File: config.mk
export PLATFORM = sky130hd
export DESIGN_NAME = demux5_stream
export DESIGN_NICKNAME = d
export VERILOG_FILES = /design/src/rtl/demux5_stream.sv
export SDC_FILE = /design/constraint.sdc
export NUM_CORES = 1
export LEC_CHECK = 0
export ABC_CLOCK_PERIOD_IN_PS = 4900
export CAP_MARGIN = 20
export CORE_ASPECT_RATIO = 0.8
export CORE_MARGIN = 4
export CORE_UTILIZATION = 35
export CTS_CLUSTER_SIZE = 20
export DETAILED_ROUTE_END_ITERATION = 7
export MAX_ROUTING_LAYER = met4
export SYNTH_ARGS = -nofsm -noshare
export SYNTH_HDL_FRONTEND = slang
export SYNTH_SLANG_ARGS = --single-unit
File: constraint.sdc
create_clock -name clk -period 4.9 [get_ports clk]
set_input_delay 0.49 -clock clk [delete_from_list [all_inputs] [get_ports clk]]
set_output_delay 0.49 -clock clk [all_outputs]
set_load 0.02 [all_outputs]
File: src/rtl/demux5_stream.sv
// Five-way stream distributor: routes each accepted input sample into one of five
// single-entry holding registers, by round-robin with frame sync or by explicit select.
module demux5_stream #(
  parameter int WIDTH = 8
) (
  input  logic             clk,
  input  logic             rst_n,
  input  logic [WIDTH-1:0] in_data,
  input  logic             in_valid,
  output logic             in_ready,
  input  logic             mode,
  input  logic [2:0]       sel,
  input  logic             sync,
  output logic [WIDTH-1:0] out_data0,
  output logic [WIDTH-1:0] out_data1,
  output logic [WIDTH-1:0] out_data2,
  output logic [WIDTH-1:0] out_data3,
  output logic [WIDTH-1:0] out_data4,
  output logic [4:0]       out_valid,
  input  logic [4:0]       out_ready,
  output logic [2:0]       ch_ptr,
  output logic             err,
  input  logic             err_clr
);

  localparam int NCH = 5;

  logic [WIDTH-1:0] data_q [NCH];
  logic [WIDTH-1:0] data_d [NCH];
  logic [NCH-1:0]   valid_q, valid_d;
  logic [2:0]       ch_ptr_q, ch_ptr_d;
  logic             err_q, err_d;

  logic [2:0]       target;
  logic [NCH-1:0]   tgt_onehot;
  logic [NCH-1:0]   slot_free;
  logic [NCH-1:0]   load;
  logic             legal;
  logic             xfer;

  // Target selection and handshake are purely combinational from the current
  // routing controls and consumer readiness; in_valid only gates the transfer.
  always_comb begin
    target     = mode ? sel : (sync ? 3'd0 : ch_ptr_q);
    tgt_onehot = '0;
    for (int i = 0; i < NCH; i++) begin
      tgt_onehot[i] = (target == 3'(i));
    end
    slot_free = ~valid_q | out_ready;
    legal     = |tgt_onehot;
    // Illegal selects are always accepted so the offending sample is flushed.
    in_ready  = legal ? |(tgt_onehot & slot_free) : 1'b1;
    xfer      = in_valid & in_ready & legal;
    load      = xfer ? tgt_onehot : '0;
  end

  always_comb begin
    valid_d  = (valid_q & ~out_ready) | load;
    ch_ptr_d = ch_ptr_q;
    if (xfer) begin
      ch_ptr_d = (target == 3'd4) ? 3'd0 : target + 3'd1;
    end
    for (int i = 0; i < NCH; i++) begin
      data_d[i] = load[i] ? in_data : data_q[i];
    end
    err_d = err_q;
    if (err_clr) begin
      err_d = 1'b0;
    end
    if (in_valid && !legal) begin
      err_d = 1'b1;
    end
  end

  // NOTE: the holding registers are reset as well, because the cleared out_data
  // value after reset is an observable output, not just don't-care storage.
  always_ff @(posedge clk or negedge rst_n) begin
    if (!rst_n) begin
      valid_q  <= '0;
      ch_ptr_q <= 3'd0;
      err_q    <= 1'b0;
      for (int i = 0; i < NCH; i++) begin
        data_q[i] <= '0;
      end
    end else begin
      valid_q  <= valid_d;
      ch_ptr_q <= ch_ptr_d;
      err_q    <= err_d;
      for (int i = 0; i < NCH; i++) begin
        data_q[i] <= data_d[i];
      end
    end
  end

  assign out_data0 = data_q[0];
  assign out_data1 = data_q[1];
  assign out_data2 = data_q[2];
  assign out_data3 = data_q[3];
  assign out_data4 = data_q[4];
  assign out_valid = valid_q;
  assign ch_ptr    = ch_ptr_q;
  assign err       = err_q;

endmodule

Word-level counts from Yosys, hierarchy flattened
Index checks and enable logic that the tools add are counted.
Storage, ports and cells
  flip-flop bits (word level): 49
  bits of input ports: 22
  output and inout bits: 50
  word-level logic and storage cells: 34
Operators by class
  add/subtract/negate cells: 1
  equal/unequal tests: 4
  multiplexer cells: 7
  bitwise logic cells: 8
  reductions and logical operators: 6
Operator list (count)
  5-bit AND: 2
  5-bit NOT: 2
  5-bit bitwise OR: 2
  5-bit OR reduction: 2
  3-bit two-way mux: 3
  3-bit by 2-bit == test with 1-bit output, second input constant: 2
  5-bit two-way mux: 1
  3-bit by 1-bit adder with 3-bit output, second input constant: 1
  3-bit by 1-bit == test with 1-bit output, second input constant: 1
  3-bit == test, second input constant: 1
  3-bit logical NOT: 1
  1-bit two-way mux: 3
  1-bit AND: 2
  2-bit nonzero test: 1
  1-bit logical AND: 1
  1-bit logical NOT: 1

Logic depth before layout (Yosys ltp)
  word-level depth: 10
  mapped depth: 11
  mapped depth without buffers: 9

Worst setup path before layout
OpenSTA, ideal clock, no wires.
  kind: input port to flip-flop
  start: input port mode
  end: register data_q, in the netlist out_data4[0]
  setup time: 0.125 ns
  data arrival time: 2.572 ns
  data required time: 4.775 ns
  setup slack: 2.203 ns
  stages: 10
  path buffers: 2
  path through: buf_6 > nor3b_1 > a21oi_2 > inv_1 > ha_1 > ha_1 > o2111ai_4 > and4_4 > buf_8 > mux2_4
On the way
  longest elaborated chain between the ends: 8
  elaborated cells between the ends (all ways): 13
  those cells by class: eq/ne: 4; mux: 3; bitwise: 3; reduce/logical: 3
Ends and longest elaborated chain
  from (decl): line 11  | input logic mode,
  3-bit two-way mux *: line 44  | target = mode ? sel : (sync ? 3'd0 : ch_ptr_q);
  3-bit by 1-bit == test with 1-bit output (tied with other cells): line 47  | tgt_onehot[i] = (target == 3'(i));
  5-bit AND: line 52  | in_ready = legal ? |(tgt_onehot & slot_free) : 1'b1;
  5-bit OR reduction: line 52
  1-bit two-way mux *: line 52
  net in_ready: line 10  | output logic in_ready,
  1-bit AND * (2 in series): line 53  | xfer = in_valid & in_ready & legal;
  5-bit two-way mux *: line 54  | load = xfer ? tgt_onehot : '0;
  to (signal, indexed assignment): line 90  | data_q[i] <= data_d[i];
  to (decl): line 28  | logic [WIDTH-1:0] data_q [NCH];
The timed path passes the listed nets; every way through them passes the cells marked *.
A chain may end at the register's enable or synchronous reset.

Final worst setup path
  start: input port mode
  end: output port in_ready
On the way
  longest elaborated chain between the ends: 5
  elaborated cells between the ends (all ways): 10
  those cells by class: eq/ne: 4; mux: 2; bitwise: 1; reduce/logical: 3
Ends and longest elaborated chain (line)
  3-bit two-way mux *: 44
  3-bit by 1-bit == test with 1-bit output (tied with other cells): 47
  5-bit AND: 52
  5-bit OR reduction: 52
  1-bit two-way mux *: 52
  to (decl): 10
Mark *: on every way between the ends. The rest lies on a longest branch, timed or not.

==> flow_results.xml <==
<?xml version="1.0" encoding="UTF-8"?>
<metrics>
  <group name="finish">
    <metric name="post_layout_instance_count_excluding_filler_cells" unit="">303</metric>
    <metric name="num_antenna_cells" unit="">0</metric>
    <metric name="area.growth.synth_to_final" unit="%">38.3</metric>
    <metric name="final_layout_size_suffix_gt1_share" unit="%">26.6</metric>
    <metric name="finalNetCount" unit="">245</metric>
  </group>
  <group name="cts">
    <metric name="post_cts_repair_resize_count" unit="">0</metric>
    <metric name="clock_tree_from_tritoncts" unit="">built</metric>
    <metric name="cts.root.buffer_cell" unit="">clkbuf_8</metric>
    <metric name="cts_hold_buf" unit="">0</metric>
    <metric name="cts-root-to-sink-buffers" unit="">2</metric>
    <metric name="clock_insertion_delay_worst_skew" unit="ns">0.30</metric>
    <metric name="cts_sinks" unit="">49</metric>
    <metric name="ctsHtreeMaxLevel" unit="">2</metric>
    <metric name="post_cts_setup_bufs" unit="">0</metric>
    <metric name="worst_setup_hold_path_clk_slew" unit="ns">0.08</metric>
    <metric name="cts_inserted_buffers" unit="">5</metric>
  </group>
  <group name="setup_path">
    <metric name="rr_startpoint" unit="">ch_ptr[0]$_DFFE_PN0N_</metric>
    <metric name="setup.worst_path.end_class" unit="">primary output</metric>
    <metric name="crit_required" unit="ns">4.41</metric>
    <metric name="criticalPathCategory" unit="">primary input to primary output</metric>
    <metric name="worstPathArrival" unit="ns">3.30</metric>
    <metric name="reg2reg_depth" unit="">8</metric>
    <metric name="r2r_end" unit="">out_data1[5]$_DFFE_PN0P_</metric>
    <metric name="rrSetupSlack" unit="ns">2.12</metric>
    <metric name="worst_setup_path_start_kind" unit="">primary input</metric>
    <metric name="cp_max_fo" unit="">11</metric>
  </group>
  <group name="sta">
    <metric name="fmaxAchievable" unit="MHz">264</metric>
    <metric name="timing.final.max_slew_violations" unit="">0</metric>
    <metric name="grt_setup_unrepaired" unit="">false</metric>
    <metric name="post-route-min-period" unit="ns">3.79</metric>
    <metric name="fin_worst_skew" unit="ns">0.0110</metric>
    <metric name="final_sum_of_negative_setup_slack" unit="ns">0</metric>
    <metric name="post-route-period-util" unit="%">77.3</metric>
    <metric name="final_hold_viol_count" unit="">0</metric>
    <metric name="max_slew_margin" unit="%">55.2</metric>
    <metric name="setup_failing_eps_final" unit="">0</metric>
    <metric name="max_slew.worst_pin.slew" unit="ns">0.671</metric>
  </group>
  <group name="logic_synthesis">
    <metric name="synthDominantAreaCellType" unit="">dfrtp_1</metric>
    <metric name="post_synth_main_area_contributors" unit="">dfrtp_1 (55%), mux2_4 (11%), mux2_2 (11%)</metric>
    <metric name="synth_largest_type_area_fraction" unit="%">54.8</metric>
    <metric name="syn-mean-instance-area" unit="sq um">15.2</metric>
    <metric name="netlist_instances" unit="">147</metric>
    <metric name="syn_area" unit="sq um">2240</metric>
    <metric name="synth_flop_cell" unit="">dfrtp_1</metric>
    <metric name="ys_async_sr_fraction" unit="%">100</metric>
    <metric name="synth_cell_types" unit="">34</metric>
    <metric name="synth-edff-count" unit="">0</metric>
    <metric name="yosys_reg_bits" unit="">49</metric>
    <metric name="yosys_warnings" unit="">0</metric>
    <metric name="seq_area_frac_synth" unit="%">54.8</metric>
    <metric name="synth_nets" unit="">171</metric>
  </group>
  <group name="floorplanning">
    <metric name="std_cell_rows" unit="">25</metric>
    <metric name="die_w" unit="um">97.4</metric>
    <metric name="floorplan.die.height" unit="um">79.5</metric>
    <metric name="boundaryPins" unit="">72</metric>
    <metric name="starting_utilization_of_the_core_area" unit="%">36.9</metric>
    <metric name="design.core.area" unit="sq um">6070</metric>
    <metric name="dieArea" unit="sq um">7750</metric>
  </group>
  <group name="route">
    <metric name="routed_wire_length" unit="um">5300</metric>
    <metric name="routed_wire_length_per_instance" unit="um">17.5</metric>
    <metric name="final_ant_viol_nets" unit="">0</metric>
    <metric name="avgViaCountPerCell" unit="">4.83</metric>
    <metric name="detailedRoute.firstPassIterationCount" unit="">4</metric>
    <metric name="drt_first_iter_violations" unit="">62</metric>
    <metric name="drt_drc_violations_left" unit="">0</metric>
    <metric name="routed-via-count" unit="">1462</metric>
  </group>
  <group name="global_route">
    <metric name="grt_pass1_vias" unit="">1554</metric>
    <metric name="grt_first_pass_wirelength" unit="um">8400</metric>
    <metric name="grtUsageTotal" unit="%">14.3</metric>
    <metric name="maximum_number_of_pins_on_one_net_before_global_route_repair" unit="">50</metric>
    <metric name="grt_overflow_total" unit="">0</metric>
    <metric name="initial_antenna_violation_count" unit="">0</metric>
  </group>
  <group name="pwr">
    <metric name="power.net_switching" unit="W">0.000690</metric>
    <metric name="power_switching_share" unit="%">36.3</metric>
    <metric name="clkPwrFrac" unit="%">12.4</metric>
    <metric name="intPower" unit="W">0.00121</metric>
    <metric name="pwr-share-seq" unit="%">37.0</metric>
    <metric name="power_density" unit="nW/um^2">614</metric>
    <metric name="comb_power_share" unit="%">50.6</metric>
    <metric name="peakVddDrop" unit="mV">0.360</metric>
    <metric name="power.static_leakage" unit="nW">1.30</metric>
  </group>
  <group name="outcome">
    <metric name="status" unit="">finished, final reports clean</metric>
  </group>
  <group name="place">
    <metric name="portBuffers" unit="">71</metric>
    <metric name="detailedPlacementHpwl" unit="um">3850</metric>
    <metric name="gp_congestion" unit="">0.873</metric>
    <metric name="dpl.cell_count" unit="">294</metric>
  </group>
  <group name="job">
    <metric name="cap_violations" unit="">0</metric>
  </group>
  <group name="worst_hold_path">
    <metric name="hp-class" unit="">primary input to async pin</metric>
  </group>
</metrics>
-- critical path, stage by stage --
cell             delay (ns)
clkdlybuf4s50_1        0.67
nor3b_1                0.13
a21oi_2                0.34
inv_1                  0.16
ha_1                   0.23
ha_1                   0.25
o2111ai_4              0.34
clkdlybuf4s50_1        0.67
-- synthesized netlist by cell type (all sizes together) (3+ instances only) --
master,count
dfrtp,49
mux2,42
buf,4
or2,3
o21ai,4
nand2b,4
inv,5
nand2,5
-- cells in the final DEF, fill, tap and decap left out --
| master | count |
|---|---|
| and2_1 | 1 |
| o32ai_1 | 2 |
| buf_12 | 1 |
| a31o_2 | 1 |
| o21bai_1 | 1 |
| clkdlybuf4s50_1 | 70 |
| nor3b_1 | 2 |
| a21oi_2 | 1 |
| clkbuf_1 | 1 |
| nand2_1 | 5 |
| o221ai_2 | 1 |
| o31ai_1 | 1 |
| ha_1 | 2 |
| mux2_4 | 16 |
| and4_4 | 2 |
| dfrtp_1 | 49 |
| o2111ai_4 | 1 |
| inv_1 | 5 |
| clkbuf_8 | 5 |
| buf_2 | 1 |
| nand2b_1 | 4 |
| nand4_4 | 2 |
| mux2_1 | 5 |
| or2_4 | 1 |
| or2_1 | 2 |
| nor2b_1 | 2 |
| o21a_1 | 1 |
| o21a_4 | 1 |
| a2bb2oi_2 | 2 |
| a211oi_1 | 1 |
| a21oi_1 | 1 |
| nand3_1 | 2 |
| clkinvlp_4 | 2 |
| o211ai_4 | 1 |
| mux2_2 | 21 |
| nor2_1 | 2 |
| o21ai_0 | 4 |
-- power groups by stage --
| stage | registers, W | clock network (W) | logic [W] |
|---|---|---|---|
| final | 0.000703 | 0.000235 | 0.000962 |
| after global routing | 0.000725 | 0.000256 | 0.00101 |
| after CTS | 0.000704 | 0.000243 | 0.000975 |
| after detailed placement | 0.000709 | 0 | 0.000971 |
| after global placement | 0.000701 | 0 | 0.000961 |
| after floorplan | 0.000917 | 0 | 0.000287 |
-- area by class of cell --
class                   count  area [sq um]
fillers                   548          2970
flip-flops and latches     49          1230
clock inverters             2          15.0
inverters                   5          18.8
well taps                  81           101
multi-input cells          88           937
repair buffers             72           726
clock buffers               6          72.6
-- stage by stage --
stage               total power, W  area [sq um]  hold WS [ns]  util, %  setup WS [ns]
floorplan                  0.00120          2240         0.194        -           2.20
global placement           0.00166          2990         0.477     49.3           1.27
CTS                        0.00192          3080         0.415     50.7           1.12
global route               0.00199          3100        0.0292     51.0          0.933
finish                     0.00190          3100        0.0333     51.0           1.11
detailed placement         0.00168          2990         0.487     49.3           1.12
-- cells by family after synthesis --
family	after synthesis	synth area share, %
simple gates	25	8.10
compound gates	19	8.83
buf+inv	10	3.35
fa+ha+maj	2	1.12
flops	49	54.8
mux	42	23.8
-- state kept, by name, summed over array words and instances, names as in the netlist --
signal	cells
out_valid	5
out_data3	8
out_data1	8
out_data2	8
err	1
ch_ptr	3
out_data4	8
out_data0	8
-- how the worst max path moves through the flow --
stage / to / slack (ns) / cells past startpoint / from
floorplan: out_data4[0]$_DFFE_PN0P_ / 2.20 / 10 / mode
global placement: in_ready / 1.27 / 8 / mode
detailed placement: in_ready / 1.12 / 8 / mode
CTS: in_ready / 1.12 / 8 / mode
global route: in_ready / 0.93 / 9 / mode
finish: in_ready / 1.11 / 8 / mode
-- routing by layer --
metal  GRT usage (%)  vias up  wire [um]
met5               -        -          0
li1                -      686          -
met4            3.73        0         50
met2            25.0       43       2740
met1            17.1      729       2320
met3            3.06        4        190
No activity file was read; power rests on OpenSTA's default activity.
